--- src/rtl/axis_arb_pkg.sv ---
// ============================================================================
//  Module      : axis_arb_pkg
//  Description : Shared state encoding and default sizing for the AXI-Stream
//                round-robin arbiter.
//  Revision    : 1.0 - initial release
// ============================================================================
`default_nettype none

package axis_arb_pkg;

    localparam int c_def_num_ports = 4;
    localparam int c_def_data_w    = 8;

    typedef enum logic [0:0] {
        ARB_IDLE = 1'b0,
        ARB_BUSY = 1'b1
    } arb_state_t;

endpackage

`default_nettype wire

--- src/rtl/rr_pick.sv ---
// ============================================================================
//  Module      : rr_pick
//  Description : Combinational round-robin selector; finds the first set
//                request strictly after i_last_grant, wrapping to port 0.
//  Revision    : 1.0 - initial release
// ============================================================================
`default_nettype none

module rr_pick #(
    parameter  int NUM_PORTS = 4,
    localparam int IDX_W     = $clog2(NUM_PORTS)
) (
    input  logic [NUM_PORTS-1:0] i_req,
    input  logic [IDX_W-1:0]     i_last_grant,
    output logic                 o_found,
    output logic [IDX_W-1:0]     o_next_idx
);

    logic             w_found_lo;
    logic             w_found_hi;
    logic [IDX_W-1:0] w_idx_lo;
    logic [IDX_W-1:0] w_idx_hi;

    // Descending scan: the last hit written is the lowest index. The "hi"
    // search only considers ports above the last grant; "lo" is the wrap.
    always_comb begin
        w_found_lo = 1'b0;
        w_found_hi = 1'b0;
        w_idx_lo   = '0;
        w_idx_hi   = '0;
        for (int i = NUM_PORTS - 1; i >= 0; i--) begin
            if (i_req[i]) begin
                w_found_lo = 1'b1;
                w_idx_lo   = IDX_W'(i);
                if (i > int'(i_last_grant)) begin
                    w_found_hi = 1'b1;
                    w_idx_hi   = IDX_W'(i);
                end
            end
        end
    end

    assign o_found    = w_found_lo;
    assign o_next_idx = w_found_hi ? w_idx_hi : w_idx_lo;

endmodule

`default_nettype wire

--- src/rtl/axis_rr_arbiter.sv ---
// ============================================================================
//  Module      : axis_rr_arbiter
//  Description : Packet-level round-robin merge of NUM_PORTS AXI-Stream
//                slaves onto one master stream, with a bubble between packets.
//  Revision    : 1.0 - initial release
// ============================================================================
`default_nettype none

module axis_rr_arbiter
    import axis_arb_pkg::*;
#(
    parameter  int NUM_PORTS = c_def_num_ports,
    parameter  int DATA_W    = c_def_data_w,
    localparam int IDX_W     = $clog2(NUM_PORTS)
) (
    input  logic                        aclk,
    input  logic                        areset,
    input  logic [NUM_PORTS-1:0]        s_axis_tvalid,
    input  logic [NUM_PORTS*DATA_W-1:0] s_axis_tdata,
    input  logic [NUM_PORTS-1:0]        s_axis_tkeep,
    input  logic [NUM_PORTS-1:0]        s_axis_tlast,
    output logic [NUM_PORTS-1:0]        s_axis_tready,
    output logic                        m_axis_tvalid,
    output logic [DATA_W-1:0]           m_axis_tdata,
    output logic                        m_axis_tkeep,
    output logic                        m_axis_tlast,
    input  logic                        m_axis_tready,
    output logic [IDX_W-1:0]            grant_id,
    output logic                        busy
);

    arb_state_t       r_state;
    arb_state_t       w_state_nxt;
    logic [IDX_W-1:0] r_grant_id;
    logic [IDX_W-1:0] w_grant_nxt;
    logic [IDX_W-1:0] r_last_grant;
    logic [IDX_W-1:0] w_last_nxt;
    logic             w_found;
    logic [IDX_W-1:0] w_pick;
    logic             w_busy;
    logic             w_beat;
    logic [DATA_W-1:0] w_tdata_arr [NUM_PORTS];

    for (genvar gi = 0; gi < NUM_PORTS; gi++) begin : g_unpack
        assign w_tdata_arr[gi] = s_axis_tdata[gi*DATA_W +: DATA_W];
    end

    rr_pick #(
        .NUM_PORTS (NUM_PORTS)
    ) u_rr_pick (
        .i_req        (s_axis_tvalid),
        .i_last_grant (r_last_grant),
        .o_found      (w_found),
        .o_next_idx   (w_pick)
    );

    // last_grant resets to the top port so the first search begins at port 0
    always_ff @(posedge aclk or posedge areset) begin
        if (areset) begin
            r_state      <= ARB_IDLE;
            r_grant_id   <= '0;
            r_last_grant <= IDX_W'(NUM_PORTS - 1);
        end else begin
            r_state      <= w_state_nxt;
            r_grant_id   <= w_grant_nxt;
            r_last_grant <= w_last_nxt;
        end
    end

    always_comb begin
        w_state_nxt   = r_state;
        w_grant_nxt   = r_grant_id;
        w_last_nxt    = r_last_grant;
        w_busy        = (r_state == ARB_BUSY);
        s_axis_tready = '0;

        // Pure mux path: the granted port drives the master side directly
        m_axis_tvalid = w_busy & s_axis_tvalid[r_grant_id];
        m_axis_tdata  = w_tdata_arr[r_grant_id];
        m_axis_tkeep  = s_axis_tkeep[r_grant_id];
        m_axis_tlast  = s_axis_tlast[r_grant_id];
        if (w_busy) begin
            s_axis_tready[r_grant_id] = m_axis_tready;
        end
        w_beat = m_axis_tvalid & m_axis_tready;

        case (r_state)
            ARB_IDLE: begin
                if (w_found) begin
                    w_grant_nxt = w_pick;
                    w_state_nxt = ARB_BUSY;
                end
            end
            ARB_BUSY: begin
                if (w_beat && m_axis_tlast) begin
                    w_last_nxt  = r_grant_id;
                    w_state_nxt = ARB_IDLE;
                end
            end
            default: w_state_nxt = ARB_IDLE;
        endcase
    end

    assign grant_id = r_grant_id;
    assign busy     = w_busy;

endmodule

`default_nettype wire
--- config.mk ---
export PLATFORM = sky130hd
export DESIGN_NAME = axis_rr_arbiter
export DESIGN_NICKNAME = d
export VERILOG_FILES = /design/src/rtl/axis_arb_pkg.sv /design/src/rtl/rr_pick.sv /design/src/rtl/axis_rr_arbiter.sv
export SDC_FILE = /design/constraint.sdc
export NUM_CORES = 1
export LEC_CHECK = 0
export ABC_AREA = 1
export ABC_CLOCK_PERIOD_IN_PS = 1900
export BUFFER_PORTS_ARGS = -buffer_cell sky130_fd_sc_hd__buf_2
export CORE_MARGIN = 8
export CORE_UTILIZATION = 38
export CTS_CLUSTER_DIAMETER = 50
export CTS_CLUSTER_SIZE = 12
export DETAILED_ROUTE_END_ITERATION = 6
export PLACE_DENSITY = 0.88
export SETUP_SLACK_MARGIN = 0.5
export SLEW_MARGIN = 25
export SYNTH_ARGS = -nofsm -noshare
export SYNTH_HDL_FRONTEND = slang
export SYNTH_SLANG_ARGS = --single-unit
--- constraint.sdc ---
create_clock -name aclk -period 1.9 [get_ports aclk]
set_input_delay 0.285 -clock aclk [delete_from_list [all_inputs] [get_ports aclk]]
set_output_delay 0.285 -clock aclk [all_outputs]
set_load 0.005 [all_outputs]
### Yosys cells after proc, flatten, opt, wreduce, memory -nomap -nowiden

Index checks and enable logic that the tools add are counted.

* bits of input ports: 47
* output and inout port bits: 18
* logic and storage cells: 54
* bits in registers: 5

* reduce and logical (&&, ||, !) cells: 4
* order comparisons: 6
* bitwise gates (word level): 5
* muxes and demuxes: 36

Operators with widths (number)
* 2-bit 2-to-1 mux: 11
* 8-bit binary-select mux with 2-bit select: 1
* 1-bit 2-to-1 mux: 16
* 8-bit 2-to-1 mux: 2
* 1-bit binary-select mux with 2-bit select: 3
* 4-bit AND: 1
* 2-bit > comparator (first input constant): 2
* 4-bit 2-to-1 mux: 1
* 2-bit AND reduction: 2
* 3-bit >= comparator (second input constant): 1
* 2-bit by 3-bit less-than comparator with 1-bit output (second input constant): 1
* 2-bit inverter with 3-bit output: 1
* 1-bit AND: 2
* 1-bit demux with 2-bit select: 1
* 2-bit by 1-bit >= comparator with 1-bit output (second input constant): 1
* 1-bit by 2-bit > comparator with 1-bit output (first input constant): 1
* 1-bit logical AND: 2
* 1-bit case mux with 2 select lines: 1
* 1-bit inverter: 1

### Logic depth before layout (Yosys ltp)

Gate-level depths: netlist of run 1.

* depth in word-level cells: 8
* mapped depth: 9
* gate-level depth less buffers: 8

### By module

From an unflattened synthesis of run 1, not the netlist that was laid out.

* cell total of the unflattened synthesis: 113
* area, all modules: 661.9 um^2

By module, submodules not included
* axis_rr_arbiter: area an instance 578.1 um^2, cells an instance 92, instances 1, seq. area each 127.6 um^2
* rr_pick: area an instance 83.8 um^2, cells an instance 21, instances 1, seq. area each 0.0 um^2

### Worst setup path before layout of run 1

No wires, ideal clock.

* path kind: register to output
* start point: reg r_grant_id[1] (netlist: grant_id[1])
* end point: out m_axis_tdata[0]
* stages on the path, launching flop included: 5
* path slack: 0.629 ns
* data arrival time: 0.986 ns
* path buffers: 1
* path through: dfrtp_1 buf_4 nor2_2 a22oi_1 nand3_1

* longest elaborated chain between the ends: 4

RTL lines
* start: declaration: line axis_rr_arbiter.sv:34 `logic [IDX_W-1:0] r_grant_id;`
* start signal: assignment: line axis_rr_arbiter.sv:65 `r_grant_id <= w_grant_nxt;`
* 2-bit inverter with 3-bit output (implied by the code): line axis_rr_arbiter.sv:79 `m_axis_tdata = w_tdata_arr[r_grant_id];`
* 8-bit binary-select mux with 2-bit select: line axis_rr_arbiter.sv:79
* 8-bit 2-to-1 mux (implied by the code) (2 in a row): line axis_rr_arbiter.sv:79
* end: declaration: line axis_rr_arbiter.sv:24 `output logic [DATA_W-1:0] m_axis_tdata,`

Every way passes these cells. The select of a mux whose other input is x is not followed.

### Worst setup path after layout of run 1

* start point: reg r_grant_id[0] (netlist: grant_id[0])
* end point: out m_axis_tdata[6]

The elaborated chain is that of the path after synthesis.

==> reports/metrics.csv, run 1 <==
stage,metric,value,unit
outcome,status,"complete, no violations",
worst_hold_path,hp-class,input port to flip-flop,
setup_path,path_buf_inv,2,
timing,finalSetupTns,0,ps
synth,synth.avg_cell_area,6.02,µm²
cells_and_area,final_cells,211,
global_route,grt_usage,19.8,%
pwr,p_sw,0.889,mW
drt,drc_errors,0,
placed_design,post-place-ws,320,ps
cts,cts.htree.levels,1,
timing,fin_crit_sh,87.8,%
cts,clockBufferDepth,2,
drt,postRouteAntennaNets,0,
setup_path,crit_type,flip-flop to primary output,
synth,synth_nets,155,
timing,finalHoldViolCount,0,
flow_run,maxCapViolations,0,
cells_and_area,n_fill_cell,117,
timing,finClkSkew,9.57,ps
floorplan,rows,15,
setup_path,crit_family,flip-flops,
setup_path,cpPeakStageDelay,450,ps
global_route,antenna_found_initial,0,
timing,slew_viol_final,0,
cells_and_area,multi_input_comb_area,529,µm²
timing,setup_viol,0,
synth,synthFlopType,dfrtp_1,
floorplan,core-area,0.00167,mm²
drt,drt-total-wl,3500,µm
drt,drt_iter0_markers,59,
cells_and_area,seqCellArea,130,µm²
floorplan,pin_count,65,
setup_path,start_kind,flip-flop,
pwr,ir_drop,0.000780,V
drt,vias,1178,
synth,synthCells,108,
floorplan,fp.dieW,57.4,µm
global_route,grt_pass1_vias,1163,
setup_path,end_kind,primary output,
setup_path,arrival,1380,ps
timing,setup_slack,232,ps
timing,slew-limit-headroom,85.6,%
pwr,p_comb_share,80.2,%
floorplan,initial_core_util,39.0,%
cells_and_area,n_antenna_cell,0,
pwr,switching_share,46.9,%
cells_and_area,layout_common_cells,"buf_2 (64), nand2_1 (29), nand3_1 (25), buf_4 (14), a22oi_1 (9)",
cells_and_area,synthToLayoutAreaGrowth,99.4,%
setup_path,cp_max_fo,5,
setup_path,crit_chain,"buf_6, nor2_4, a22oi_1, nand3_1, buf_2",
placed_design,gp_congestion,0.850,
cells_and_area,drive_gt1_share,59.8,%
synth,ys_seq_area_share,19.6,%
timing,holdWs,426,ps
cts,clock-sinks,5,
timing,tightest_slew,215,ps
timing,rsz0062_at_grt,yes,
floorplan,fp.dieH,57.4,µm
cts,path_clk_slew,50,ps
timing,maxClockFrequency,0.600,GHz
drt,drt-pass1-iter-count,4,
pwr,p_int,1.01,mW
drt,wl_per_cell,16.6,µm
pwr,p_per_area,1460,mW/mm²
setup_path,cpMaxStageDelayCell,dfrtp_2,
synth,async_flop_share,100,%
cts,clk_latency,250,ps
cts,cts_buffers,3,
synth,synth-edff-count,0,
pwr,power_leakage,0.727,nW
drt,vias_per_cell,5.58,
global_route,grt_pass1_wl,5270,µm
global_route,gr-total-overflow,0,
placed_design,placedCellCount,186,
placed_design,portBuffers,64,
cts,cts_root_buf,clkbuf_4,
cts,cts_tree,yes,
synth,ys_types,23,
pwr,pwr-share-clk,6.7,%
setup_path,critPathRequiredTime,1620,ps
floorplan,die_area,0.00329,mm²
timing,finalCriticalPeriod,1670,ps
synth,ys_warn_count,0,
synth,synth-seq-cells,5,
cells_and_area,final_common_cell,buf_2,
placed_design,hpwl,2160,µm
pwr,seqPwrFrac,13.1,%
cells_and_area,fin_nets,242,
pwr,finalPower,1.90,mW
synth,syn-cell-area,651,µm²
global_route,grt_max_degree,10,
==> cells by family (layout without fill, tap and decap cells) <==
| family | after synthesis | count (layout) | synth area share [%] |
|---|---|---|---|
| DFF | 5 | 5 | 19.6 |
| AOI/OAI and AO/OA | 14 | 14 | 15.2 |
| and+or+nand+nor | 74 | 76 | 53.3 |
| buffers and inverters | 15 | 99 | 11.9 |
==> state kept, by name, summed over array words and instances (netlist names) <==
register      flops
grant_id          2
r_last_grant      2
busy              1
==> final cells by class <==
| cell class | count | share of cell area (%) |
|---|---|---|
| flip-flops and latches | 5 | 10.0 |
| multi-input cells | 90 | 40.8 |
| well taps | 17 | 1.64 |
| clock inverters | 1 | 0.386 |
| inverters | 9 | 3.18 |
| repair buffers | 86 | 42.2 |
| clock buffers | 3 | 1.74 |
==> per-stage QoR <==
step	util (%)	area, µm²
floorplan	-	651
global placement	58.6	978
detailed placement	58.6	978
CTS	75.5	1260
global route	77.7	1300
finish	77.7	1300
==> worst register-to-register path, stage by stage (launching register included) <==
cell and delay (ps):
dfrtp_2 470, buf_6 160, o21ai_2 100, nand2_1 90, buf_4 150, buf_4 120
buf_4 120, nand2_2 70, nand3_2 80, nand2_1 70, nand2_1 50
==> Yosys cell counts (2+ instances only) <==
cell type  count  share of area (%)
nor2_2         2                1.9
nand2_2        3                2.9
inv_1          8                4.6
dfstp_2        2                8.1
nor3_1         5                3.8
nand3_1       29                 22
a22oi_1        9                 10
nand4_1        2                1.9
nand2_1       30                 17
clkbuf_1       2                1.2
dfrtp_1        3                 12
buf_2          2                1.5
==> layer usage <==
layer	routed length (µm)	up-vias	global-route usage [%]
met1	1280	525	21.1
met3	418	10	8.07
met2	1720	89	34.9
met4	83	0	5.71
met5	0	-	0
li1	-	554	-
==> path summary, 6_finish.rpt <==
path                                   from         endpoint  slack [ps]  cells after the start
max in group asynchronous            areset  r_last_grant[0]        1170                      3
min in group asynchronous            areset             busy         470                      3
min reg2reg                 r_last_grant[0]  r_last_grant[0]         480                      2
max reg2reg                     grant_id[0]             busy         300                     10
min                        s_axis_tvalid[0]      grant_id[0]         430                      6
max                             grant_id[0]  m_axis_tdata[6]         230                      5
==> what timing repair did <==
action                                  4_1_cts  5_1_grt
resized for setup                            18        6
setup buffers                                16        1
endpoints found under the hold margin         3        0
gates cloned                                  3        0
hold buffers                                  1        0
endpoints found under the setup margin       16       19
pin swaps                                     8        2
==> power by group through the flow <==
stage	Combinational [mW]	Sequential, mW	Clock, mW
after CTS	1.40	0.242	0.130
final	1.52	0.249	0.127
after global placement	0.905	0.249	0
after floorplan	0.633	0.204	0
after detailed placement	0.931	0.253	0
after global routing	1.64	0.257	0.137
Note: power is estimated with default switching activity, not from simulation.
==> run 2, diff against run 1 <==
- ABC_CLOCK_PERIOD_IN_PS: 1900 -> 1500
- CORE_UTILIZATION: 38 -> 32
- PLACE_DENSITY: 0.88 -> 0.79
- clock period: 1.9 -> 1.5 ns (I/O delays scaled with it)
==> run 2 against run 1 <==
The run now ends with negative setup slack left. Hold slack got worse by 38 ps. Clock power increased by 39%. Combinational power increased by 47%. Critical path type unchanged.
==> reports/metrics.csv, run 2 (synthesis results as in run 1) <==
stage,metric,value,unit
global_route,gr-total-overflow,0,
drt,drt_iter0_markers,70,
placed_design,placed_area,0.00105,mm²
timing,finClkSkew,2.62,ps
floorplan,fp.dieW,61.1,µm
cts,cts.htree.levels,1,
global_route,grt_pass1_wl,5040,µm
setup_path,critPathRequiredTime,1270,ps
cells_and_area,final_design_area_no_fill,0.00140,mm²
drt,drt-pass1-iter-count,4,
drt,routed.top_layer,met4,
cts,cts_tree,yes,
cells_and_area,synthToLayoutAreaGrowth,116,%
cts,path_clk_slew,50,ps
timing,setup_slack,-172,ps
timing,finalCriticalPeriod,1670,ps
drt,wl_per_cell,17.6,µm
cts,clk_latency,260,ps
setup_path,start_kind,flip-flop,
setup_path,path_buf_inv,3,
flow_run,maxCapViolations,0,
timing,rsz0062_at_grt,yes,
cts,clockBufferDepth,2,
cells_and_area,layout_common_cells,"buf_2 (60), nand3_1 (27), nand2_1 (23), buf_6 (12), buf_4 (10)",
setup_path,arrival,1450,ps
setup_path,crit_type,flip-flop to primary output,
drt,vias,1213,
timing,slew-limit-headroom,69.6,%
setup_path,end_kind,primary output,
drt,met3_length,330,µm
setup_path,cpPeakStageDelay,410,ps
setup_path,cp_max_fo,7,
drt,wl_met1,1340,µm
placed_design,post-place-ws,155,ps
setup_path,reg2reg_slack,50,ps
floorplan,pin_count,65,
pwr,p_per_area,1930,mW/mm²
setup_path,cpMaxStageDelayCell,dfrtp_1,
setup_path,crit_family,flip-flops,
global_route,grt_pass1_vias,1140,
setup_path,crit_chain,"buf_6, inv_8, nor2_4, a22oi_1, nand3_1, buf_2",
timing,finalHoldViolCount,0,
cells_and_area,drive_gt1_share,64.1,%
cells_and_area,n_fill_cell,139,
timing,fin_crit_sh,111,%
drt,wl_met2,2030,µm
cts,cts_root_buf,clkbuf_4,
global_route,grt_max_degree,9,
floorplan,core-area,0.00194,mm²
global_route,grt_usage,17.6,%
global_route,antenna_found_initial,0,
pwr,ir_drop,0.00108,V
placed_design,hpwl,2280,µm
placed_design,portBuffers,64,
timing,holdWs,389,ps
pwr,power_leakage,0.745,nW
cells_and_area,fin_nets,243,
outcome,status,finished with violations,
drt,vias_per_cell,5.46,
timing,setup_viol,12,
drt,drt-total-wl,3910,µm
timing,slew_viol_final,0,
outcome,violations,negative setup slack,
placed_design,gp_congestion,0.944,
drt,postRouteAntennaNets,0,
timing,maxClockFrequency,0.598,GHz
cts,clock-sinks,5,
cells_and_area,final_common_cell,buf_2,
cells_and_area,final_core_util,72.3,%
timing,tightest_slew,453,ps
floorplan,rows,16,
cts,cts_buffers,3,
worst_hold_path,hp-class,input port to flip-flop,
floorplan,initial_core_util,33.5,%
timing,finalSetupTns,-938,ps
floorplan,die_area,0.00373,mm²
drt,drc_errors,0,
floorplan,fp.dieH,61.1,µm
cells_and_area,n_antenna_cell,0,
## run 2: cell count changes in the layout (fill, tap and decap cells not counted), sizes merged
cell and change:
clkbuf +1, clkinv -1, buf +2, bufbuf -1
## run 2: power breakdown
| group | internal (mW) | switching, mW | total [mW] |
|---|---|---|---|
| combinational | 1.09 | 1.14 | 2.23 |
| sequential | 0.220 | 0.0823 | 0.302 |
| clock | 0.102 | 0.0744 | 0.176 |
| total | 1.41 | 1.30 | 2.71 |
## run 2: repair_timing
item                                   4_1_cts  5_1_grt
setup buffers                               11        5
gates cloned                                 2        0
gates resized for setup                     17       26
pin swaps                                    8       14
endpoints found under the hold margin        3        0
hold buffers                                 1        0
setup endpoints to repair                   22       23
## run 2: tightest hold or removal path: cells and delay by family
family | cells | cell delay (ps)
simple gates | 4 | 260
buf+inv | 1 | 120
## run 2: final cells by class
cell class	instances	area (µm²)	area share [%]
multi-input cells	90	577	41.1
inverters	9	46.3	3.30
repair buffers	87	591	42.1
clock buffers	4	26.3	1.87
well taps	27	33.8	2.41
flip-flops and latches	5	130	9.27
## run 2: worst paths after layout
check,from,end,cells after the start
setup / recovery,grant_id[0],m_axis_tdata[6],6
hold / removal,s_axis_tvalid[3],grant_id[1],5
setup reg to reg,grant_id[0],busy,10
hold reg to reg,busy,busy,2
max in group asynchronous,areset,r_last_grant[1],3
min in group asynchronous,areset,grant_id[0],3
## run 2: through the flow
step / power (mW) / instances
finish: 2.71 / 222
global route: 2.88 / 222
CTS: 2.25 / 217
detailed placement: 1.62 / 199
global placement: 1.58 / 199
floorplan: 1.16 / 108
## run 2: layer usage
layer	up-vias	track usage, %
met5	-	0
met4	0	9.63
met3	24	2.92
met2	80	30.3
met1	552	20.0
li1	557	-
==> run 3, diff against run 2 <==
- PLACE_DENSITY: 0.79 -> 0.72
==> run 3 against run 2 <==
The flow still finishes with violations (negative setup slack). Utilization rose by 0.13 points. Sequential share of layout area down 0.11 points. Register-to-register slack worse by 70 ps. Clock power fell by 3%. Maximum frequency increased by 6.2%. Non-clock buffer count is the same. Sequential power shrank 3%. Sequential cell count did not move. Combinational power is 5% lower. Count of clock-buffer cells in the layout is the same. Largest power group unchanged.
==> reports/metrics.csv, run 3 (synthesis results as in run 1) <==
stage,metric,value,unit
setup_path,crit_type,flip-flop to primary output,
global_route,grt_usage,16.3,%
outcome,violations,negative setup slack,
global_route,grt_max_degree,11,
cts,clockBufferDepth,2,
floorplan,die_area,0.00373,mm²
placed_design,placedCellCount,198,
drt,wl_per_cell,15.5,µm
timing,maxClockFrequency,0.635,GHz
setup_path,cp_max_fo,5,
global_route,gr-total-overflow,0,
pwr,ir_drop,0.00112,V
pwr,p_per_area,1830,mW/mm²
drt,drt-pass1-iter-count,6,
timing,setup_slack,-74.4,ps
drt,drt_iter0_markers,64,
timing,finalCriticalPeriod,1570,ps
floorplan,fp.dieW,61.1,µm
cells_and_area,synthToLayoutAreaGrowth,116,%
global_route,grt_pass1_wl,4740,µm
timing,finalHoldViolCount,0,
cells_and_area,final_common_cell,buf_2,
cts,clock-sinks,5,
setup_path,cpMaxStageDelayCell,dfrtp_2,
cts,cts_buffers,3,
setup_path,start_kind,flip-flop,
timing,setup_viol,13,
drt,postRouteAntennaNets,0,
setup_path,reg2reg_slack,-20,ps
cts,cts_tree,yes,
cts,cts.htree.levels,1,
cts,path_clk_slew,50,ps
setup_path,crit_chain,"buf_12, nor2_4, a22oi_1, nand3_1, buf_2",
setup_path,cpPeakStageDelay,440,ps
placed_design,hpwl,2360,µm
drt,vias,1154,
floorplan,initial_core_util,33.5,%
setup_path,arrival,1350,ps
cells_and_area,layout_common_cells,"buf_2 (62), nand2_1 (26), nand3_1 (26), buf_4 (12), buf_6 (9)",
timing,rsz0062_at_grt,yes,
worst_hold_path,hp-class,input port to flip-flop,
cells_and_area,n_antenna_cell,0,
setup_path,end_kind,primary output,
cells_and_area,final_core_util,72.4,%
timing,tightest_slew,303,ps
cells_and_area,fin_nets,244,
floorplan,fp.dieH,61.1,µm
worst_hold_path,hold_depth,5,
cts,cts_root_buf,clkbuf_4,
placed_design,gp_congestion,0.866,
cells_and_area,drive_gt1_share,63.8,%
cts,clk_latency,250,ps
timing,slew-limit-headroom,79.8,%
setup_path,r2r-end,busy,
floorplan,rows,16,
worst_hold_path,min_delay_worst_endpoint,grant_id[0],
pwr,power_leakage,0.751,nW
cells_and_area,final_cells,223,
timing,slew_viol_final,0,
global_route,grt_pass1_vias,1115,
outcome,status,finished with violations,
setup_path,reg2reg_from,grant_id[0],
floorplan,core-area,0.00194,mm²
drt,drt-total-wl,3460,µm
timing,finClkSkew,0.968,ps
drt,vias_per_cell,5.17,
pwr,finalPower,2.57,mW
worst_hold_path,worstHoldStart,s_axis_tvalid[3],
timing,fin_crit_sh,105,%
setup_path,reg2reg_depth,9,
global_route,antenna_found_initial,0,
flow_run,maxCapViolations,0,
setup_path,critPathRequiredTime,1270,ps
placed_design,portBuffers,64,
drt,drc_errors,0,
floorplan,pin_count,65,
-- run 3: cell types whose count changed in the layout (fill, tap and decap cells not counted), sizes merged --
cell	before	now
buf	86	85
clkbuf	4	5
inv	9	10
-- run 3: area by class of cell --
class	instances	area [µm²]
clock buffer	4	26.3
fill	148	536
inverter	9	50.0
multi-input combinational	90	587
sequential	5	129
tap	27	33.8
timing repair buffer	87	572
timing repair inverter	1	8.76
-- run 3: how the worst max path moves through the flow --
stage                            from               to
after floorplan           grant_id[0]             busy
after global placement    grant_id[0]  m_axis_tdata[4]
after detailed placement  grant_id[0]  m_axis_tdata[6]
after CTS                 grant_id[0]  m_axis_tdata[6]
after global routing      grant_id[0]  m_axis_tdata[6]
final                     grant_id[0]  m_axis_tdata[6]
-- run 3: where the power goes --
group	internal, mW	total [mW]	switching (mW)	leakage, nW
clock network	0.101	0.170	0.0684	0.0150
registers	0.217	0.294	0.0764	0.0535
logic	1.06	2.11	1.05	0.683
total	1.38	2.57	1.20	0.751
-- run 3: through the flow --
stage	hold WS [ps]	worst slack (ps)	TNS [ps]	cell area (µm²)
2_1_floorplan	2.07	372	0	696
3_3_place_gp	123	179	0	1050
3_5_place_dp	145	154	0	1050
4_1_cts	369	-60.0	-473	1270
5_1_grt	395	-127	-1360	1410
6_report	383	-74.4	-572	1410
-- run 3: what timing repair did --
item,CTS,global route
gates cloned,2,2
hold endpoints to repair,3,0
gates resized for setup,12,23
hold buffers,1,0
pin swaps,13,15
setup buffers,15,1
setup endpoints to repair,23,23
-- run 3: critical path, delay by kind of cell (launching register included) --
kind / cells / cell delay [ps]
buffers and inverters: 2 / 280
flip-flops: 1 / 440
AND/OR/NAND/NOR: 2 / 250
AO/OA/AOI/OAI: 1 / 110
-- run 3: routing by layer --
layer  part of all wire (%)  track usage, %
met1                     37            17.4
met2                     50            29.6
met5                      0               0
met3                     12            5.01
met4                    1.8            4.98
